### src/rtl/ldpc_syndrome_checker_rotate.sv
// rotate_left_vector: circulant rotator, rotates the low
// 'size' bits of data left by 'shift'; upper bits read zero.
module rotate_left_vector #(
   parameter int W  = 8,
   parameter int SW = 4
) (
   input  logic [W-1:0]  data,
   input  logic [SW-1:0] shift,
   input  logic [SW-1:0] size,
   output logic [W-1:0]  rot
);

   localparam int IW = (W > 1) ? $clog2(W) : 1;

   int src;

   // each output bit pulls the input bit 'shift' places below it
   always_comb begin
      rot = '0;
      src = 0;
      for (int i = 0; i < W; i++) begin
         src = i - int'(shift);
         if (src < 0) src = src + int'(size);
         if (i < int'(size) && src >= 0 && src < W)
            rot[i] = data[IW'(src)];
      end
   end

endmodule

### config.mk
export PLATFORM = sky130hd
export DESIGN_NAME = rotate_left_vector
export DESIGN_NICKNAME = d
export VERILOG_FILES = /design/src/rtl/ldpc_syndrome_checker_rotate.sv
export SDC_FILE = /design/constraint.sdc
export NUM_CORES = 1
export LEC_CHECK = 0
export CAP_MARGIN = 20
export CORE_ASPECT_RATIO = 1.25
export CORE_MARGIN = 8
export CORE_UTILIZATION = 62
export DETAILED_ROUTE_END_ITERATION = 16
export DONT_BUFFER_PORTS = 1
export GPL_ROUTABILITY_DRIVEN = 0
export MAX_ROUTING_LAYER = met4
export PLACE_DENSITY = 0.78
export SLEW_MARGIN = 20
export SYNTH_ARGS = -nofsm -noshare
export SYNTH_HDL_FRONTEND = slang
export SYNTH_SLANG_ARGS = --single-unit
### constraint.sdc
create_clock -name vclk -period 3.84
set_input_delay 0.768 -clock vclk [all_inputs]
set_output_delay 0.768 -clock vclk [all_outputs]
set_load 0.05 [all_outputs]
## Word-level counts from Yosys, hierarchy flattened

Index checks and enable logic that the tools add are counted.

| word-level totals | value |
|---|---|
| flip-flop bits (word level) | 0 |
| word-level logic and storage cells | 112 |
| input port bits | 16 |

| cells by class | value |
|---|---|
| multiplexer cells | 40 |
| $lt $le $gt $ge | 40 |
| reductions and logical operators | 16 |
| $add $sub $neg | 16 |

Operators by type and width:

| operator | count |
|---|---|
| 32-bit by 1-bit >= comparator with 1-bit output, second input constant | 8 |
| 32-bit by 5-bit < comparator with 1-bit output, second input constant | 8 |
| 32-bit two-way mux | 8 |
| 5-bit by 5-bit adder with 6-bit output | 8 |
| 3-bit by 5-bit < comparator with 1-bit output, second input constant | 8 |
| 5-bit by 1-bit < comparator with 1-bit output, second input constant | 8 |
| 1-bit binary-select mux with 3-bit select | 8 |
| 1-bit two-way mux | 24 |
| 3-bit by 4-bit subtractor with 5-bit output, first input constant | 4 |
| 1-bit logical AND | 16 |
| 3-bit by 4-bit < comparator with 1-bit output, first input constant | 4 |
| 1-bit by 4-bit subtractor with 5-bit output, first input constant | 2 |
| 2-bit by 4-bit subtractor with 5-bit output, first input constant | 2 |
| 1-bit by 4-bit < comparator with 1-bit output, first input constant | 2 |
| 2-bit by 4-bit < comparator with 1-bit output, first input constant | 2 |

## Longest topological paths before layout

| logic depth | value |
|---|---|
| depth after elaboration | 7 |
| gate-level depth with buffers | 12 |
| mapped depth without buffers | 11 |

## Worst setup path after synthesis

No wires, ideal clock.

| path | value |
|---|---|
| path type | input to output |
| start | input shift[1] |
| end | output rot[1] |
| stages | 9 |
| path slack | -0.783 ns |
| required time | 3.072 ns |
| path buffers | 0 |
| arrival time | 3.855 ns |
| cell sequence | inv_1 > ha_1 > ha_1 > xor2_1 > nand2_1 > o21ai_1 > a211oi_1 > a21oi_1 > nor4b_1 |

| on the way | value |
|---|---|
| longest elaborated chain between the ends | 7 |
| elaborated cells on any way between the ends | 12 |
| those cells by class | add/sub: 2; order compare: 3; mux: 5; reduce/logical: 2 |

Ends and longest elaborated chain:

| what | RTL line | source |
|---|---|---|
| from (decl) | 8 | `input logic [SW-1:0] shift,` |
| 1-bit by 4-bit subtractor with 5-bit output * | 22 | `src = i - int'(shift);` |
| 5-bit by 5-bit adder with 6-bit output or 5-bit by 1-bit < comparator with 1-bit output (tied branches) | 23 | `if (src < 0) src = src + int'(size);` |
| 32-bit two-way mux * | 23 |  |
| 32-bit by 1-bit >= comparator with 1-bit output or 1-bit binary-select mux with 3-bit select (tied branches) | 24, 25 |  |
| 1-bit logical AND or 1-bit two-way mux (tied branches) (2 in series) | 24, 25 |  |
| 1-bit two-way mux * | 24 | `if (i < int'(size) && src >= 0 && src < W)` |
| to (decl) | 10 | `output logic [W-1:0] rot` |

Every way passes the cells marked *; elsewhere a longest branch is shown, timed or not. The select of a mux whose other input is x is not followed.

## Worst setup path after layout

| path | value |
|---|---|
| start | input shift[1] |
| end | output rot[4] |

| on the way | value |
|---|---|
| longest elaborated chain between the ends | 7 |
| elaborated cells on any way between the ends | 12 |
| those cells by class | add/sub: 2; order compare: 3; mux: 5; reduce/logical: 2 |

Ends and longest elaborated chain:

| what | RTL line |
|---|---|
| 3-bit by 4-bit subtractor with 5-bit output * | 22 |
| 5-bit by 5-bit adder with 6-bit output or 5-bit by 1-bit < comparator with 1-bit output (tied branches) | 23 |
| 32-bit two-way mux * | 23 |
| 32-bit by 1-bit >= comparator with 1-bit output or 1-bit binary-select mux with 3-bit select (tied branches) | 24, 25 |
| 1-bit logical AND or 1-bit two-way mux (tied branches) (2 in series) | 24, 25 |
| 1-bit two-way mux * | 24 |

Marked as above.

==> reports/metrics.yaml <==
cells_and_area:
  num_antenna_cells: 0
  fin_nets: 342
  clkbuf_count: 0
  drive_gt1_share_pct: 22.92
  register_area_sq_um: 0
  area_growth_pct: 15.65
  seq_cells: 0
  fin_cells: 327
  fin_area_sq_um: 2561
global_routing:
  grt_pass1_wl_um: 10230
  first_global_vias: 2161
  gr-total-overflow: 0
  grt_use_met3_pct: 2.738
  grt_max_degree: 18
  grt_use_total_pct: 20.87
  grt-busiest-layer: "met2"
  antenna_found_initial: 0
  grtUsageMet2_pct: 37.82
  grt_use_met1_pct: 22.97
yosys:
  syn-num-nets: 328
  synth.most_common_cell: "ha_1"
  synthTopCellsByCount: "32 x ha_1, 29 x mux2i_1, 23 x nand2_1, 23 x nor2_1, 18 x inv_1"
  yosysUniqueCellTypes: 49
  synth_seq_area_share_pct: 0
  yosysTopAreaCell: "ha_1"
  synth_top_cell_area_share_pct: 18.08
  netlist_top_cells_area: "ha_1 18%, mux2i_1 13%, mux2_2 5.1%, nand2_1 3.9%, nor2_1 3.9%"
  syn_area_sq_um: 2215
  ys_warn_count: 0
  avgSynthCellArea_sq_um: 8.024
  synthCells: 276
pwr:
  powerDensity_nw_per_um2: 211.4
  leakage_nw: 1.134
  power_mw: 0.5416
  vdd_drop_max_v: 0.0001810
setup_path:
  path_class: "input pin to output port"
  end_kind: "output port"
  cp_data_required_time_ns: 3.07
  arrival_ns: 3.07
  worst-path-max-fanout: 12
  start_kind: "input pin"
sta:
  fin_crit_sh_pct: 99.89
  worst_slack_ns: 0.004037
  tightest_slew_ns: 0.4501
  rsz0062_at_grt: "yes"
  hold_viol: 0
  post-route-min-period_ns: 3.836
  fmax_ghz: 0.2607
  worst_slew_margin_rel_pct: 69.68
  setup_viol: 0
  maxSlewViolCount: 0
die:
  coreArea_sq_um: 3453
  rows: 24
  initial_utilization_pct: 64.13
  die_w_um: 69.46
  die-height_um: 82.82
  dieArea_sq_um: 5752
  io_pins: 24
flow_run:
  maxCapViolations: 0
placement:
  dpl.hpwl_um: 4887
  placed_cell_area_sq_um: 2492
  io_buffers: 0
  dp.cells: 325
  dp_slack_ns: -0.02251
detailed_routing:
  num_vias: 2149
  drt-initial-drc-count: 125
  ant_nets: 0
  wirelength_um: 6279
  wl_per_cell_um: 19.20
  drt_first_pass_iters: 4
  drc: 0
  routed_via_density: 6.572
hold_path:
  min_path_type: "input pin to output port"
status:
  status: "finished clean"
clocking:
  hold_buffers: 0
==> through the flow <==
step / setup TNS, ns / hold WS [ns] / util, %
finish: 0 / 1.755 / 74.17
CTS: 0 / 1.756 / 72.28
detailed placement: -0.02251 / 1.755 / 72.17
global route: -0.09823 / 1.758 / 74.17
global placement: 0 / 1.753 / 72.17
floorplan: -0.5752 / 1.712 / -
==> area by class of cell <==
class	instances	area (sq um)
Tap cell	39	48.80
Fill cell	263	892.1
Timing Repair Buffer	21	212.7
Inverter	20	81.33
Multi-Input combinational cell	247	2218
==> critical path, stage by stage <==
cell and delay [ns]:
clkinvlp_4 0.08, ha_4 0.33, inv_4 0.06, fa_2 0.38
xnor2_2 0.15, buf_4 0.13, a211oi_1 0.22, mux2_2 0.39
a2111oi_4 0.31, clkbuf_16 0.23
==> layout by cell type (no fill, tap or decap), drive strengths merged <==
cell type	count
a311o	1
nand2b	5
a21oi	19
a32o	1
a2bb2oi	1
nand4	1
xor2	6
a32oi	2
and4	1
a221oi	5
a21o	6
o21ai	16
nand3	2
nor4b	2
mux2	10
nor3b	2
fa	4
nor2	25
a2111oi	3
inv	19
a31o	1
o21bai	3
clkinvlp	1
a31oi	6
mux4	5
a211oi	9
o21a	1
o211ai	2
nand2	23
nor3	4
clkbuf	1
buf	20
xnor2	9
a311oi	1
ha	32
nor2b	7
mux2i	32
==> per-layer routing <==
layer,vias to the layer above,wire length (um)
li1,1048,-
met2,66,3168
met4,0,169
met5,-,0
met1,1020,2603
met3,15,337
==> worst paths after layout <==
kind	from	end	slack (ns)	depth (start not counted)
worst max-delay path	shift[1]	rot[4]	0.004	10
worst min-delay path	shift[3]	rot[7]	1.75	2
==> logic make-up after synthesis <==
logic type / Yosys count / synth area share (%)
mux: 47 / 25.88
compound gates: 77 / 25.48
fa+ha+maj: 36 / 21.69
buf+inv: 29 / 5.762
xor+xnor: 15 / 5.932
simple gates: 72 / 15.25
==> power breakdown <==
| part | switching (mW) | internal [mW] | total [mW] |
|---|---|---|---|
| combinational | 0.288 | 0.254 | 0.542 |
| sequential | 0 | 0 | 0 |
| clock | 0 | 0 | 0 |
| total | 0.288 | 0.254 | 0.542 |
==> timing repair <==
item,4_1_cts,5_1_grt
pin swaps,0,8
gates resized for setup,1,12
endpoints found under the setup margin,1,5
buffers inserted,0,2
No activity file was read; power rests on OpenSTA's default activity.
